## config.mk

```make
export PLATFORM = sky130hd
export DESIGN_NAME = bcd_conv_sched_flat
export DESIGN_NICKNAME = d
export VERILOG_FILES = /design/src/rtl/bcd_conv_sched_pkg.sv /design/src/rtl/bcd_conv_sched_if.sv /design/src/rtl/bcd_shift_core.sv /design/src/rtl/bcd_conv_sched.sv /design/src/flat_wrapper.sv
export SDC_FILE = /design/constraint.sdc
export NUM_CORES = 1
export LEC_CHECK = 0
export CORE_ASPECT_RATIO = 0.9
export CORE_MARGIN = 4
export CORE_UTILIZATION = 49
export DETAILED_ROUTE_END_ITERATION = 16
export HOLD_SLACK_MARGIN = 0.15
export PLACE_DENSITY = 0.87
export SETUP_SLACK_MARGIN = 0.5
export SYNTH_ARGS = -nofsm -noshare
export SYNTH_HDL_FRONTEND = slang
export SYNTH_SLANG_ARGS = --single-unit
export TNS_END_PERCENT = 5
```

## constraint.sdc

```tcl
create_clock -name clk_100M -period 2.7 [get_ports clk_100M]
set_clock_uncertainty 0.05 [all_clocks]
set_input_delay 0.27 -clock clk_100M [delete_from_list [all_inputs] [get_ports clk_100M]]
set_output_delay 0.27 -clock clk_100M [all_outputs]
set_load 0.005 [all_outputs]
```

## src/rtl/bcd_conv_sched_pkg.sv

```systemverilog
// bcd_conv_sched_pkg: FSM state encoding and BCD double-dabble constants
package bcd_conv_sched_pkg;
  typedef enum logic [1:0] {IDLE, LOAD, SHIFT, STORE} state_e;
  localparam int BCD_W = 16;
  localparam logic [3:0] NIB_THR = 4'd4;
  localparam logic [3:0] NIB_ADD = 4'd3;
endpackage

```

## src/rtl/bcd_conv_sched_if.sv

```systemverilog
// bcd_conv_sched_if: requester bus (req/bin_in in; ack/busy/done/done_ch/bcd_out out), master = requesters, slave = converter
interface bcd_conv_sched_if #(parameter int NCH = 4, parameter int W = 12);
  logic [NCH-1:0] req;
  logic [NCH*W-1:0] bin_in;
  logic [NCH-1:0] ack;
  logic busy;
  logic done;
  logic [2:0] done_ch;
  logic [NCH*16-1:0] bcd_out;
  modport master(output req, bin_in, input ack, busy, done, done_ch, bcd_out);
  modport slave(input req, bin_in, output ack, busy, done, done_ch, bcd_out);
endinterface

```

## src/rtl/bcd_shift_core.sv

```systemverilog
// bcd_shift_core: double-dabble datapath (load captures bin, step does one add-3/shift, bcd is the accumulator, last flags the final step)
module bcd_shift_core
  import bcd_conv_sched_pkg::*;
#(
  parameter int W = 12
) (
  input  logic             clk,
  input  logic             rst,
  input  logic             load,
  input  logic [W-1:0]     bin,
  input  logic             step,
  output logic [BCD_W-1:0] bcd,
  output logic             last
);
  localparam int CW = $clog2(W);
  logic [BCD_W-1:0] acc_q, adj;
  logic [W-1:0] bin_q;
  logic [CW-1:0] cnt_q;
  always_comb begin
    adj = '0;
    for (int n = 0; n < BCD_W / 4; n++)
      adj[n*4 +: 4] = acc_q[n*4 +: 4] > NIB_THR ? acc_q[n*4 +: 4] + NIB_ADD : acc_q[n*4 +: 4];
  end
  always_ff @(posedge clk)
    if (rst) begin
      acc_q <= '0;
      bin_q <= '0;
      cnt_q <= '0;
    end else if (load) begin
      acc_q <= '0;
      bin_q <= bin;
      cnt_q <= '0;
    end else if (step) begin
      acc_q <= {adj[BCD_W-2:0], bin_q[W-1]};
      bin_q <= bin_q << 1;
      cnt_q <= cnt_q + 1'b1;
    end
  assign bcd = acc_q;
  assign last = cnt_q == CW'(W - 1);
endmodule

```

## src/rtl/bcd_conv_sched.sv

```systemverilog
// bcd_conv_sched: round-robin scheduler sharing one binary-to-BCD converter across NCH channels (clk_100M, rst, bus slave)
module bcd_conv_sched
  import bcd_conv_sched_pkg::*;
#(
  parameter int NCH = 4,
  parameter int W   = 12
) (
  input logic           clk_100M,
  input logic           rst,
  bcd_conv_sched_if.slave bus
);
  state_e state_q;
  logic [2:0] ptr_q, gnt_q, gnt_d, done_ch_q;
  logic [NCH-1:0] ack_q;
  logic busy_q, done_q, core_last;
  logic [NCH*BCD_W-1:0] bcd_q;
  logic [BCD_W-1:0] core_bcd;
  always_comb begin
    gnt_d = ptr_q;
    for (int i = NCH - 1; i >= 0; i--)
      if (bus.req[(int'(ptr_q) + i) % NCH]) gnt_d = 3'((int'(ptr_q) + i) % NCH);
  end
  bcd_shift_core #(.W(W)) u_core (
    .clk  (clk_100M),
    .rst  (rst),
    .load (state_q == LOAD),
    .bin  (bus.bin_in[gnt_q*W +: W]),
    .step (state_q == SHIFT),
    .bcd  (core_bcd),
    .last (core_last)
  );
  always_ff @(posedge clk_100M)
    if (rst) begin
      state_q   <= IDLE;
      ptr_q     <= '0;
      gnt_q     <= '0;
      ack_q     <= '0;
      busy_q    <= 1'b0;
      done_q    <= 1'b0;
      done_ch_q <= '0;
      bcd_q     <= '0;
    end else begin
      ack_q  <= '0;
      done_q <= 1'b0;
      case (state_q)
        IDLE: if (|bus.req) begin
          gnt_q   <= gnt_d;
          ack_q   <= NCH'(1) << gnt_d;
          busy_q  <= 1'b1;
          state_q <= LOAD;
        end
        LOAD: state_q <= SHIFT;
        SHIFT: if (core_last) state_q <= STORE;
        STORE: begin
          bcd_q[gnt_q*BCD_W +: BCD_W] <= core_bcd;
          done_q    <= 1'b1;
          done_ch_q <= gnt_q;
          ptr_q     <= gnt_q == 3'(NCH - 1) ? 3'd0 : gnt_q + 3'd1;
          busy_q    <= 1'b0;
          state_q   <= IDLE;
        end
      endcase
    end
  assign bus.ack     = ack_q;
  assign bus.busy    = busy_q;
  assign bus.done    = done_q;
  assign bus.done_ch = done_ch_q;
  assign bus.bcd_out = bcd_q;
endmodule

```

## src/flat_wrapper.sv

```systemverilog
// flat-port wrapper written by rule: the top's interface ports become plain ports
module bcd_conv_sched_flat import bcd_conv_sched_pkg::*;
#(
  parameter int NCH = 4,
  parameter int W   = 12
)
  (clk_100M, rst, bus_req, bus_bin_in, bus_ack, bus_busy, bus_done, bus_done_ch, bus_bcd_out);
  bcd_conv_sched_if #(.NCH(NCH), .W(W)) bus_i ();
  input logic clk_100M;
  input logic rst;
  input wire logic [$bits(bus_i.req)-1:0] bus_req;
  input wire logic [$bits(bus_i.bin_in)-1:0] bus_bin_in;
  output wire logic [$bits(bus_i.ack)-1:0] bus_ack;
  output wire logic [$bits(bus_i.busy)-1:0] bus_busy;
  output wire logic [$bits(bus_i.done)-1:0] bus_done;
  output wire logic [$bits(bus_i.done_ch)-1:0] bus_done_ch;
  output wire logic [$bits(bus_i.bcd_out)-1:0] bus_bcd_out;
  assign bus_i.req = bus_req;
  assign bus_i.bin_in = bus_bin_in;
  assign bus_ack = bus_i.ack;
  assign bus_busy = bus_i.busy;
  assign bus_done = bus_i.done;
  assign bus_done_ch = bus_i.done_ch;
  assign bus_bcd_out = bus_i.bcd_out;
  bcd_conv_sched #(.NCH(NCH), .W(W)) u_core (.clk_100M(clk_100M), .rst(rst), .bus(bus_i));
endmodule
```

==> run_summary.xml, run 1 <==
<?xml version="1.0" encoding="UTF-8"?>
<metrics>
  <group name="power_and_ir_drop">
    <metric name="cellPowerDensity" unit="mW/mm2">686</metric>
    <metric name="vdd_ir_drop_max" unit="mV">0.422</metric>
    <metric name="leakage" unit="nW">2.33</metric>
  </group>
  <group name="grt">
    <metric name="groute.usage.overall" unit="%">22.0</metric>
    <metric name="grt_max_degree" unit="">60</metric>
    <metric name="met2_global_route_usage" unit="%">36.9</metric>
    <metric name="busiest_layer" unit="">met2</metric>
    <metric name="grt.met1_usage" unit="%">28.1</metric>
    <metric name="grt_pass1_wl" unit="um">21500</metric>
    <metric name="number_of_antenna_violations_at_the_first_check_in_global_routing" unit="">0</metric>
    <metric name="grt-ovfl-total" unit="">0</metric>
    <metric name="global_route.usage.met3" unit="%">4.37</metric>
    <metric name="first_global_vias" unit="">4421</metric>
  </group>
  <group name="floorplanning">
    <metric name="chipWidth" unit="um">114</metric>
    <metric name="fp.coreArea" unit="mm2">0.00978</metric>
    <metric name="die_area" unit="mm2">0.0118</metric>
    <metric name="die_height" unit="um">104</metric>
    <metric name="io_pins" unit="">127</metric>
    <metric name="initial_core_util" unit="%">50.9</metric>
    <metric name="placementRows" unit="">34</metric>
  </group>
  <group name="routing">
    <metric name="dr.first_iter.drc_count" unit="">329</metric>
    <metric name="drc" unit="">0</metric>
    <metric name="wl_per_cell" unit="um">16.3</metric>
    <metric name="via_per_inst" unit="">5.62</metric>
    <metric name="detail_route.wirelength" unit="um">13000</metric>
    <metric name="postRouteAntennaNets" unit="">0</metric>
    <metric name="detailedRoute.firstPassIterationCount" unit="">5</metric>
    <metric name="num_vias" unit="">4483</metric>
  </group>
  <group name="critical_path">
    <metric name="start_kind" unit="">flip-flop</metric>
    <metric name="timing.setup.critical_path_class" unit="">reg -&gt; reg</metric>
    <metric name="worstSetupEndpointType" unit="">flip-flop</metric>
    <metric name="cp_data_arrival_time" unit="ns">2.35</metric>
    <metric name="cp_data_required_time" unit="ns">2.93</metric>
    <metric name="critical_path.max_fanout" unit="">16</metric>
  </group>
  <group name="clock_tree">
    <metric name="cts_resized" unit="">0</metric>
    <metric name="clock_path_buffers" unit="">2</metric>
    <metric name="cts-hold-fix-buffers" unit="">0</metric>
    <metric name="cts.htree.levels" unit="">3</metric>
    <metric name="clkLatencyLatePin" unit="ns">0.35</metric>
    <metric name="clock_root_buffer_master" unit="">clkbuf_16</metric>
    <metric name="clock_sink_count" unit="">112</metric>
    <metric name="postCtsSetupBuffers" unit="">0</metric>
    <metric name="cts_buf_count" unit="">9</metric>
    <metric name="cts_tree" unit="">built</metric>
    <metric name="clk_transition_reported_paths" unit="ns">0.08</metric>
  </group>
  <group name="finish">
    <metric name="n_fill_cell" unit="">765</metric>
    <metric name="layout_commonest_cell" unit="">clkdlybuf4s50_1</metric>
    <metric name="diodes" unit="">0</metric>
    <metric name="final_layout_size_suffix_gt1_share" unit="%">7.30</metric>
    <metric name="postLayoutCellArea" unit="mm2">0.00657</metric>
    <metric name="final_util" unit="%">67.2</metric>
    <metric name="syn2layout_area_growth" unit="%">32.0</metric>
    <metric name="layout.cells.most_common_list" unit="">125 x clkdlybuf4s50_1, 111 x dfxtp_1, 64 x nor2_1, 61 x a21oi_1, 44 x nand3_1</metric>
    <metric name="final_cell_count_no_fill" unit="">797</metric>
    <metric name="num-nets-final" unit="">736</metric>
  </group>
  <group name="min_path">
    <metric name="worstHoldPathType" unit="">in -&gt; reg</metric>
  </group>
  <group name="sta">
    <metric name="min_period_over_period" unit="%">78.4</metric>
    <metric name="setup_tns" unit="ns">0</metric>
    <metric name="max_freq" unit="MHz">472</metric>
    <metric name="timing_hold_violations_final" unit="">0</metric>
    <metric name="max-slew-margin-rel" unit="%">57.3</metric>
    <metric name="tightest_slew" unit="ns">0.640</metric>
    <metric name="postLayoutSetupSlackWorst" unit="ns">0.582</metric>
    <metric name="finalWorstPathRequiredPeriod" unit="ns">2.12</metric>
    <metric name="max_slew_violation_count" unit="">0</metric>
    <metric name="setup-violations-final" unit="">0</metric>
    <metric name="grt_setup_unrepaired" unit="">true</metric>
  </group>
  <group name="placed_design">
    <metric name="dp_hpwl" unit="um">9230</metric>
    <metric name="dp_cells" unit="">781</metric>
    <metric name="gp_congestion" unit="">0.818</metric>
    <metric name="placed_cell_area" unit="mm2">0.00628</metric>
    <metric name="numPortBuffers" unit="">126</metric>
    <metric name="dp_worst_setup_slack" unit="ns">0.613</metric>
  </group>
  <group name="synthesis">
    <metric name="synth.ff_latch_count" unit="">112</metric>
    <metric name="mappedNetlistArea" unit="mm2">0.00498</metric>
    <metric name="synthArstFlopShare" unit="%">0</metric>
    <metric name="ys_warn_count" unit="">0</metric>
    <metric name="synth_seq_area_share" unit="%">45.0</metric>
    <metric name="post_synth.cell_area_avg" unit="um2">8.78</metric>
    <metric name="post_synth_inst_count" unit="">567</metric>
    <metric name="synthesis.nets" unit="">637</metric>
    <metric name="yosysUniqueCellTypes" unit="">42</metric>
    <metric name="ys_dominant_reg_cell" unit="">dfxtp_1</metric>
    <metric name="number_of_flops_mapped_to_enable_cells_by_yosys" unit="">0</metric>
  </group>
  <group name="status">
    <metric name="outcome" unit="">complete, no violations</metric>
  </group>
  <group name="job">
    <metric name="maxCapViolations" unit="">0</metric>
  </group>
</metrics>
## flip-flops by register name, indices dropped and copies added (netlist names)
| signal | flops |
|---|---|
| u_core.bus.bcd_out | 64 |
| u_core.u_core.bcd | 16 |
| u_core.u_core.bin_q | 12 |
| u_core.bus.ack | 4 |
| u_core.u_core.cnt_q | 4 |
| u_core.bus.done_ch | 3 |
| u_core.gnt_q | 3 |
| u_core.ptr_q | 2 |
| u_core.state_q | 2 |
| u_core.bus.busy | 1 |
| u_core.bus.done | 1 |
## routing by layer
metal  vias up  share of wire, %
met5         -                 0
met4         0               2.1
met3        28               7.2
met2       174                49
met1      2114                42
li1       2167                 -
## critical path: stages, from the launching register on
cell and delay, ns:
dfxtp_1 0.39, ha_1 0.47, buf_4 0.24, and3_1 0.54, nand3_1 0.18, a21oi_1 0.18
## where the power goes
group / internal [mW] / switching [mW] / total (mW)
registers: 1.80 / 0.114 / 1.91
clock network: 0.650 / 0.645 / 1.30
logic: 0.568 / 0.734 / 1.30
total: 3.01 / 1.49 / 4.51
## worst paths after layout
| path | depth (start not counted) | end | from | slack (ns) |
|---|---|---|---|---|
| max reg2reg | 5 | u_core.bus.bcd_out[50] | u_core.state_q[1] | 0.58 |
| min | 2 | u_core.bus.done_ch[0] | rst | 0.35 |
| min reg2reg | 2 | u_core.bus.bcd_out[23] | u_core.bus.bcd_out[23] | 0.41 |
| max | 5 | u_core.bus.bcd_out[50] | u_core.state_q[1] | 0.58 |
## synth_stat cells (4+ instances only)
library cell / count / area share [%]
a211oi_1: 4 / 0.60
a21oi_1: 61 / 6.1
a22oi_1: 17 / 2.6
buf_2: 6 / 0.60
buf_6: 4 / 0.90
clkbuf_1: 37 / 2.8
dfxtp_1: 112 / 45
ha_1: 16 / 4.0
inv_1: 27 / 2.0
mux2i_1: 22 / 4.4
mux4_2: 12 / 5.4
nand2_1: 41 / 3.1
nand2b_1: 12 / 1.5
nand3_1: 44 / 4.4
nor2_1: 64 / 4.8
nor2b_1: 9 / 1.1
nor3_1: 15 / 1.5
o21ai_0: 27 / 2.7
o311ai_0: 4 / 0.70
or3_1: 6 / 0.75
## area by class of cell
class | instances | area [um2] | share of cell area (%)
Tap cell | 126 | 158 | 2.40
Inverter | 27 | 101 | 1.54
Multi-Input combinational cell | 380 | 2450 | 37.3
Sequential cell | 112 | 2240 | 34.1
Clock buffer | 10 | 229 | 3.48
Timing Repair Buffer | 136 | 1330 | 20.3
Clock inverter | 6 | 61.3 | 0.933
## stage by stage
stage	hold WS, ns	total power [mW]
after floorplan	0.398	2.92
after CTS	0.335	4.51
after global routing	0.362	4.77
after detailed placement	0.398	3.23
after global placement	0.394	3.15
final	0.346	4.51
## cells by family after synthesis
group,share of synthesized area (%)
and+or+nand+nor,20.2
AOI/OAI and AO/OA,13.9
DFF,45.0
buffers and inverters,6.48
muxes,9.85
adders and majority gates,4.02
xor gates and xnor gates,0.528
No activity file was read; power rests on OpenSTA's default activity.
==> inputs of run 2 (changes only) <==
==> constraint.sdc (replaced) <==
create_clock -name clk_100M -period 2 [get_ports clk_100M]
set_clock_uncertainty 0.05 [all_clocks]
set_input_delay 0.2 -clock clk_100M [delete_from_list [all_inputs] [get_ports clk_100M]]
set_output_delay 0.2 -clock clk_100M [all_outputs]
set_load 0.005 [all_outputs]
==> run_summary.xml, run 2 (same netlist as run 1, synthesis figures left out) <==
<?xml version="1.0" encoding="UTF-8"?>
<metrics>
  <group name="status">
    <metric name="outcome" unit="">complete, no violations</metric>
  </group>
  <group name="routing">
    <metric name="wl_per_cell" unit="um">16.8</metric>
    <metric name="drc" unit="">0</metric>
    <metric name="detail_route.wirelength" unit="um">13600</metric>
    <metric name="postRouteAntennaNets" unit="">0</metric>
    <metric name="detailedRoute.firstPassIterationCount" unit="">5</metric>
    <metric name="num_vias" unit="">4670</metric>
    <metric name="via_per_inst" unit="">5.74</metric>
    <metric name="dr.first_iter.drc_count" unit="">365</metric>
  </group>
  <group name="grt">
    <metric name="first_global_vias" unit="">4612</metric>
    <metric name="met2_global_route_usage" unit="%">36.7</metric>
    <metric name="number_of_antenna_violations_at_the_first_check_in_global_routing" unit="">0</metric>
    <metric name="grt_max_degree" unit="">54</metric>
    <metric name="global_route.usage.met3" unit="%">4.26</metric>
    <metric name="busiest_layer" unit="">met2</metric>
    <metric name="groute.usage.overall" unit="%">22.1</metric>
    <metric name="grt-ovfl-total" unit="">0</metric>
    <metric name="grt_pass1_wl" unit="um">21600</metric>
    <metric name="grt.met1_usage" unit="%">27.3</metric>
  </group>
  <group name="sta">
    <metric name="min_period_over_period" unit="%">95.2</metric>
    <metric name="grt_setup_unrepaired" unit="">true</metric>
    <metric name="postLayoutSetupSlackWorst" unit="ns">0.0969</metric>
    <metric name="max_slew_violation_count" unit="">0</metric>
    <metric name="setup-violations-final" unit="">0</metric>
    <metric name="tightest_slew" unit="ns">0.597</metric>
    <metric name="finalWorstPathRequiredPeriod" unit="ns">1.90</metric>
    <metric name="setup_tns" unit="ns">0</metric>
    <metric name="timing_hold_violations_final" unit="">0</metric>
    <metric name="max-slew-margin-rel" unit="%">59.8</metric>
    <metric name="max_freq" unit="MHz">525</metric>
  </group>
  <group name="power_and_ir_drop">
    <metric name="seq_power_share" unit="%">41.0</metric>
    <metric name="cellPowerDensity" unit="mW/mm2">928</metric>
    <metric name="power_frac_comb" unit="%">30.3</metric>
    <metric name="finalPower" unit="mW">6.29</metric>
    <metric name="leakage" unit="nW">2.43</metric>
    <metric name="vdd_ir_drop_max" unit="mV">0.502</metric>
    <metric name="p_switching" unit="mW">2.09</metric>
    <metric name="power_switching_share" unit="%">33.3</metric>
    <metric name="power.internal" unit="mW">4.19</metric>
    <metric name="clock_group_share_of_total_power" unit="%">28.8</metric>
  </group>
  <group name="clock_tree">
    <metric name="cts_tree" unit="">built</metric>
    <metric name="clkLatencyLatePin" unit="ns">0.35</metric>
    <metric name="cts.htree.levels" unit="">3</metric>
    <metric name="clock_path_buffers" unit="">2</metric>
    <metric name="cts-hold-fix-buffers" unit="">0</metric>
    <metric name="clock_root_buffer_master" unit="">clkbuf_16</metric>
    <metric name="clock_sink_count" unit="">112</metric>
    <metric name="cts_buf_count" unit="">9</metric>
    <metric name="clk_transition_reported_paths" unit="ns">0.08</metric>
  </group>
  <group name="finish">
    <metric name="layout.cells.most_common_list" unit="">125 x clkdlybuf4s50_1, 109 x dfxtp_1, 64 x nor2_1, 61 x a21oi_1, 44 x nand3_1</metric>
    <metric name="seqCellArea" unit="mm2">0.00225</metric>
    <metric name="layout_commonest_cell" unit="">clkdlybuf4s50_1</metric>
    <metric name="final_layout_size_suffix_gt1_share" unit="%">10.5</metric>
    <metric name="n_fill_cell" unit="">683</metric>
    <metric name="diodes" unit="">0</metric>
    <metric name="multiInputGateArea" unit="mm2">0.00247</metric>
    <metric name="final_cell_count_no_fill" unit="">813</metric>
    <metric name="num-nets-final" unit="">752</metric>
    <metric name="postLayoutCellArea" unit="mm2">0.00677</metric>
    <metric name="syn2layout_area_growth" unit="%">36.0</metric>
    <metric name="largest_register_ff_count" unit="">64</metric>
  </group>
  <group name="critical_path">
    <metric name="critical_path_depth" unit="">8</metric>
    <metric name="timing.setup.critical_path_class" unit="">reg -&gt; reg</metric>
    <metric name="cp.buffers_inverters" unit="">2</metric>
    <metric name="cp_data_arrival_time" unit="ns">2.14</metric>
    <metric name="worstReg2RegStart" unit="">u_core.gnt_q[0]</metric>
    <metric name="cp_data_required_time" unit="ns">2.23</metric>
    <metric name="critical_path.max_fanout" unit="">8</metric>
    <metric name="cp_cell_sequence" unit="">inv_8 -&gt; ha_4 -&gt; ha_4 -&gt; nand3_4 -&gt; nor4b_4 -&gt; buf_2 -&gt; a22oi_1 -&gt; nor2_1</metric>
    <metric name="worstSetupEndpoint" unit="">u_core.bus.bcd_out[33]</metric>
    <metric name="reg2reg_to" unit="">u_core.bus.bcd_out[33]</metric>
    <metric name="worstSetupEndpointType" unit="">flip-flop</metric>
    <metric name="reg2reg_slack" unit="ns">0.1</metric>
    <metric name="start_kind" unit="">flip-flop</metric>
    <metric name="critical_path.top_delay_family" unit="">simple AND/OR/NAND/NOR gates</metric>
    <metric name="timing.critical_path.from" unit="">u_core.gnt_q[0]</metric>
    <metric name="worst_path_most_repeated_cell" unit="">ha_4</metric>
    <metric name="standard_cell_with_the_maximum_stage_delay_on_the_critical_path" unit="">dfxtp_4</metric>
    <metric name="critPathMaxStageDelay" unit="ns">0.38</metric>
    <metric name="worst-r2r-cell-count" unit="">8</metric>
  </group>
  <group name="floorplanning">
    <metric name="placementRows" unit="">34</metric>
    <metric name="fp.coreArea" unit="mm2">0.00978</metric>
    <metric name="chipWidth" unit="um">114</metric>
    <metric name="io_pins" unit="">127</metric>
    <metric name="die_height" unit="um">104</metric>
    <metric name="initial_core_util" unit="%">50.9</metric>
    <metric name="die_area" unit="mm2">0.0118</metric>
  </group>
  <group name="placed_design">
    <metric name="numPortBuffers" unit="">126</metric>
    <metric name="gp_congestion" unit="">0.808</metric>
    <metric name="dp_cells" unit="">789</metric>
    <metric name="placed_cell_area" unit="mm2">0.00636</metric>
    <metric name="dp_worst_setup_slack" unit="ns">0.0157</metric>
    <metric name="dp_hpwl" unit="um">9220</metric>
  </group>
  <group name="job">
    <metric name="maxCapViolations" unit="">0</metric>
  </group>
  <group name="min_path">
    <metric name="worstHoldPathType" unit="">in -&gt; reg</metric>
  </group>
</metrics>
[run 2: layout make-up]
cell class	count	area share, %
Sequential cell	112	33.2
Clock buffer	9	3.33
Multi-Input combinational cell	380	36.5
Timing Repair Buffer	152	21.9
Clock inverter	7	1.18
Inverter	27	1.61
Tap cell	126	2.33
[run 2: power by group through the flow]
| stage | combinational (mW) | sequential [mW] | clock (mW) |
|---|---|---|---|
| finish | 1.90 | 2.58 | 1.81 |
| global route | 2.13 | 2.60 | 1.92 |
| CTS | 1.84 | 2.57 | 1.83 |
| detailed placement | 1.80 | 2.62 | 0 |
| global placement | 1.70 | 2.60 | 0 |
| floorplan | 1.41 | 2.58 | 0 |
[run 2: worst min-delay path by stage]
stage / slack (ns) / to / from / depth (start not counted)
final: 0.21 / u_core.state_q[1] / rst / 2
after global routing: 0.24 / u_core.state_q[1] / rst / 2
after CTS: 0.20 / u_core.state_q[1] / rst / 2
after detailed placement: 0.39 / u_core.bus.bcd_out[57] / u_core.bus.bcd_out[57] / 2
after global placement: 0.39 / u_core.bus.bcd_out[17] / u_core.bus.bcd_out[17] / 2
after floorplan: 0.37 / u_core.state_q[0] / bus_req[2] / 3
[run 2: metal layers]
layer,wire length (um),up-vias
li1,-,2191
met1,5300,2209
met4,380,0
met2,6850,230
met5,0,-
met3,1120,40
[run 2: metrics by stage]
| stage | utilization [%] | hold WS [ns] |
|---|---|---|
| after floorplan | - | 0.374 |
| after CTS | 68.4 | 0.204 |
| after global routing | 69.2 | 0.244 |
| after global placement | 65.0 | 0.388 |
| final | 69.2 | 0.211 |
| after detailed placement | 65.0 | 0.392 |
[run 2: what timing repair did]
action,CTS,global route
pin swaps,1,7
cloned,0,2
setup buffers,1,5
gates resized for setup,3,5
endpoints found under the setup margin,92,129
==> inputs of run 3 (changes only) <==
--- a/config.mk
+++ b/config.mk
@@ -11,6 +11,7 @@
 export DETAILED_ROUTE_END_ITERATION = 16
 export HOLD_SLACK_MARGIN = 0.15
 export PLACE_DENSITY = 0.87
+export RECOVER_POWER = 100
 export SETUP_SLACK_MARGIN = 0.5
 export SYNTH_ARGS = -nofsm -noshare
 export SYNTH_HDL_FRONTEND = slang
==> run_summary.xml, run 3 (same netlist as run 1, synthesis figures left out) <==
<?xml version="1.0" encoding="UTF-8"?>
<metrics>
  <group name="power_and_ir_drop">
    <metric name="power_switching_share" unit="%">33.3</metric>
    <metric name="vdd_ir_drop_max" unit="mV">0.506</metric>
    <metric name="seq_power_share" unit="%">41.2</metric>
    <metric name="clock_group_share_of_total_power" unit="%">28.8</metric>
    <metric name="power_frac_comb" unit="%">29.9</metric>
    <metric name="leakage" unit="nW">2.68</metric>
    <metric name="p_switching" unit="mW">2.08</metric>
    <metric name="power.internal" unit="mW">4.17</metric>
    <metric name="cellPowerDensity" unit="mW/mm2">925</metric>
  </group>
  <group name="sta">
    <metric name="finalWorstPathRequiredPeriod" unit="ns">1.98</metric>
    <metric name="setup-violations-final" unit="">0</metric>
    <metric name="tightest_slew" unit="ns">0.737</metric>
    <metric name="max_slew_violation_count" unit="">0</metric>
    <metric name="min_period_over_period" unit="%">98.8</metric>
    <metric name="max-slew-margin-rel" unit="%">50.9</metric>
    <metric name="fin_hold_ws" unit="ns">0.211</metric>
    <metric name="timing_hold_violations_final" unit="">0</metric>
    <metric name="max_freq" unit="MHz">506</metric>
    <metric name="grt_setup_unrepaired" unit="">true</metric>
  </group>
  <group name="grt">
    <metric name="groute.usage.overall" unit="%">22.1</metric>
    <metric name="grt_max_degree" unit="">54</metric>
    <metric name="number_of_antenna_violations_at_the_first_check_in_global_routing" unit="">0</metric>
    <metric name="grt-ovfl-total" unit="">0</metric>
    <metric name="grt_pass1_wl" unit="um">21600</metric>
    <metric name="first_global_vias" unit="">4612</metric>
  </group>
  <group name="routing">
    <metric name="postRouteAntennaNets" unit="">0</metric>
    <metric name="wl_per_cell" unit="um">16.8</metric>
    <metric name="drc" unit="">0</metric>
    <metric name="dr.first_iter.drc_count" unit="">376</metric>
    <metric name="via_per_inst" unit="">5.72</metric>
    <metric name="detailedRoute.firstPassIterationCount" unit="">5</metric>
    <metric name="detail_route.wirelength" unit="um">13600</metric>
    <metric name="num_vias" unit="">4650</metric>
  </group>
  <group name="finish">
    <metric name="diodes" unit="">0</metric>
    <metric name="n_fill_cell" unit="">689</metric>
    <metric name="largest_register_ff_count" unit="">64</metric>
    <metric name="num-nets-final" unit="">752</metric>
    <metric name="layout_commonest_cell" unit="">dfxtp_1</metric>
    <metric name="final_layout_size_suffix_gt1_share" unit="%">9.90</metric>
    <metric name="syn2layout_area_growth" unit="%">35.5</metric>
    <metric name="layout.cells.most_common_list" unit="">109 x dfxtp_1, 74 x dlygate4sd3_1, 64 x nor2_1, 61 x a21oi_1, 51 x clkdlybuf4s50_1</metric>
    <metric name="final_util" unit="%">69.0</metric>
  </group>
  <group name="critical_path">
    <metric name="critical_path.max_fanout" unit="">8</metric>
    <metric name="worst_path_most_repeated_cell" unit="">ha_4</metric>
    <metric name="cp_cell_sequence" unit="">inv_8 -&gt; ha_4 -&gt; ha_4 -&gt; nand3_4 -&gt; nor4b_2 -&gt; buf_2 -&gt; a22oi_1 -&gt; nor2_1</metric>
    <metric name="worstReg2RegStart" unit="">u_core.gnt_q[0]</metric>
    <metric name="cp_data_arrival_time" unit="ns">2.21</metric>
    <metric name="cp_data_required_time" unit="ns">2.23</metric>
    <metric name="critPathMaxStageDelay" unit="ns">0.38</metric>
    <metric name="standard_cell_with_the_maximum_stage_delay_on_the_critical_path" unit="">dfxtp_4</metric>
    <metric name="reg2reg_slack" unit="ns">0.02</metric>
    <metric name="worst-r2r-cell-count" unit="">8</metric>
    <metric name="timing.setup.critical_path_class" unit="">reg -&gt; reg</metric>
    <metric name="worstSetupEndpointType" unit="">flip-flop</metric>
    <metric name="reg2reg_to" unit="">u_core.bus.bcd_out[33]</metric>
    <metric name="start_kind" unit="">flip-flop</metric>
  </group>
  <group name="clock_tree">
    <metric name="clk_transition_reported_paths" unit="ns">0.08</metric>
    <metric name="clock_root_buffer_master" unit="">clkbuf_16</metric>
    <metric name="clkLatencyLatePin" unit="ns">0.35</metric>
    <metric name="cts.htree.levels" unit="">3</metric>
    <metric name="cts_buf_count" unit="">9</metric>
    <metric name="cts_tree" unit="">built</metric>
    <metric name="clock_path_buffers" unit="">2</metric>
    <metric name="clock_sink_count" unit="">112</metric>
  </group>
  <group name="floorplanning">
    <metric name="fp.coreArea" unit="mm2">0.00978</metric>
    <metric name="initial_core_util" unit="%">50.9</metric>
    <metric name="die_height" unit="um">104</metric>
    <metric name="die_area" unit="mm2">0.0118</metric>
    <metric name="chipWidth" unit="um">114</metric>
    <metric name="io_pins" unit="">127</metric>
    <metric name="placementRows" unit="">34</metric>
  </group>
  <group name="job">
    <metric name="maxCapViolations" unit="">0</metric>
  </group>
  <group name="min_path">
    <metric name="worstHoldPathCells" unit="">2</metric>
    <metric name="hold_end" unit="">u_core.state_q[1]</metric>
    <metric name="hold_path_startpoint" unit="">rst</metric>
    <metric name="worstHoldPathType" unit="">in -&gt; reg</metric>
  </group>
  <group name="placed_design">
    <metric name="numPortBuffers" unit="">126</metric>
    <metric name="gp_congestion" unit="">0.808</metric>
    <metric name="dp_hpwl" unit="um">9220</metric>
  </group>
  <group name="status">
    <metric name="outcome" unit="">complete, no violations</metric>
  </group>
</metrics>
[run 3: cell types whose count changed in the layout (fill, tap and decap cells not counted)]
cell             before  now
or2_1                 0    1
buf_4                22   20
or2_2                 1    0
clkdlybuf4s50_1     125   51
a22oi_1              16   17
clkbuf_1              0    2
a22oi_2               1    0
nor4b_2               0    1
dlygate4sd3_1         0   74
nor4b_4               2    1
[run 3: power groups by stage]
| stage | Clock (mW) | Combinational (mW) | Sequential [mW] |
|---|---|---|---|
| 6_report | 1.80 | 1.87 | 2.58 |
| 5_1_grt | 1.92 | 2.09 | 2.60 |
| 4_1_cts | 1.83 | 1.84 | 2.57 |
| 3_5_place_dp | 0 | 1.80 | 2.62 |
| 3_3_place_gp | 0 | 1.70 | 2.60 |
| 2_1_floorplan | 0 | 1.41 | 2.58 |
[run 3: worst max path at each step]
stage / from / cells after the start / to / slack, ns
final: u_core.gnt_q[0] / 8 / u_core.bus.bcd_out[33] / 0.02
after floorplan: u_core.gnt_q[0] / 10 / u_core.bus.bcd_out[32] / -0.11
after CTS: u_core.gnt_q[0] / 8 / u_core.bus.bcd_out[0] / 0.13
after global placement: bus_req[0] / 5 / u_core.gnt_q[1] / 0.14
after detailed placement: u_core.gnt_q[0] / 7 / u_core.bus.bcd_out[0] / 0.02
after global routing: u_core.gnt_q[0] / 8 / u_core.bus.bcd_out[33] / -0.01
[run 3: metrics by stage]
| step | std cells | cell area, um2 | total power [mW] | TNS [ns] | setup slack [ns] |
|---|---|---|---|---|---|
| detailed placement | 789 | 6360 | 4.41 | 0 | 0.0157 |
| CTS | 806 | 6690 | 6.24 | 0 | 0.132 |
| finish | 813 | 6750 | 6.25 | 0 | 0.0249 |
| global route | 813 | 6750 | 6.60 | -0.0118 | -0.0118 |
| floorplan | 567 | 5060 | 3.98 | -2.58 | -0.115 |
| global placement | 789 | 6360 | 4.31 | 0 | 0.140 |
[run 3: critical path: cells and delay by family, from the launching register on]
family | cells | cell delay (ns)
compound gates | 1 | 0.11
buf+inv | 2 | 0.35
fa+ha+maj | 2 | 0.45
simple gates | 3 | 0.57
flops | 1 | 0.38
[run 3: cell type report]
cell class | count | area, um2 | share of cell area (%)
clock buffer | 9 | 225 | 3.34
clock inverter | 7 | 80.1 | 1.19
inverter | 27 | 109 | 1.61
multi-input combinational | 380 | 2460 | 36.4
sequential | 112 | 2250 | 33.3
tap | 126 | 158 | 2.34
timing repair buffer | 152 | 1480 | 21.8
[run 3: timing repair]
| action | in CTS | in global routing |
|---|---|---|
| setup endpoints to repair | 92 | 129 |
| pin swaps | 1 | 7 |
| gates resized for setup | 3 | 5 |
| buffers inserted | 1 | 5 |
| hold buffers | 0 | 0 |
| cloned | 0 | 2 |
[run 3: routing by layer]
| layer | global-route usage, % | routed length (um) | up-vias |
|---|---|---|---|
| li1 | - | - | 2192 |
| met1 | 27.3 | 5350 | 2213 |
| met2 | 36.7 | 6860 | 214 |
| met3 | 4.26 | 1110 | 31 |
| met4 | 10.9 | 307 | 0 |
| met5 | 0 | 0 | - |
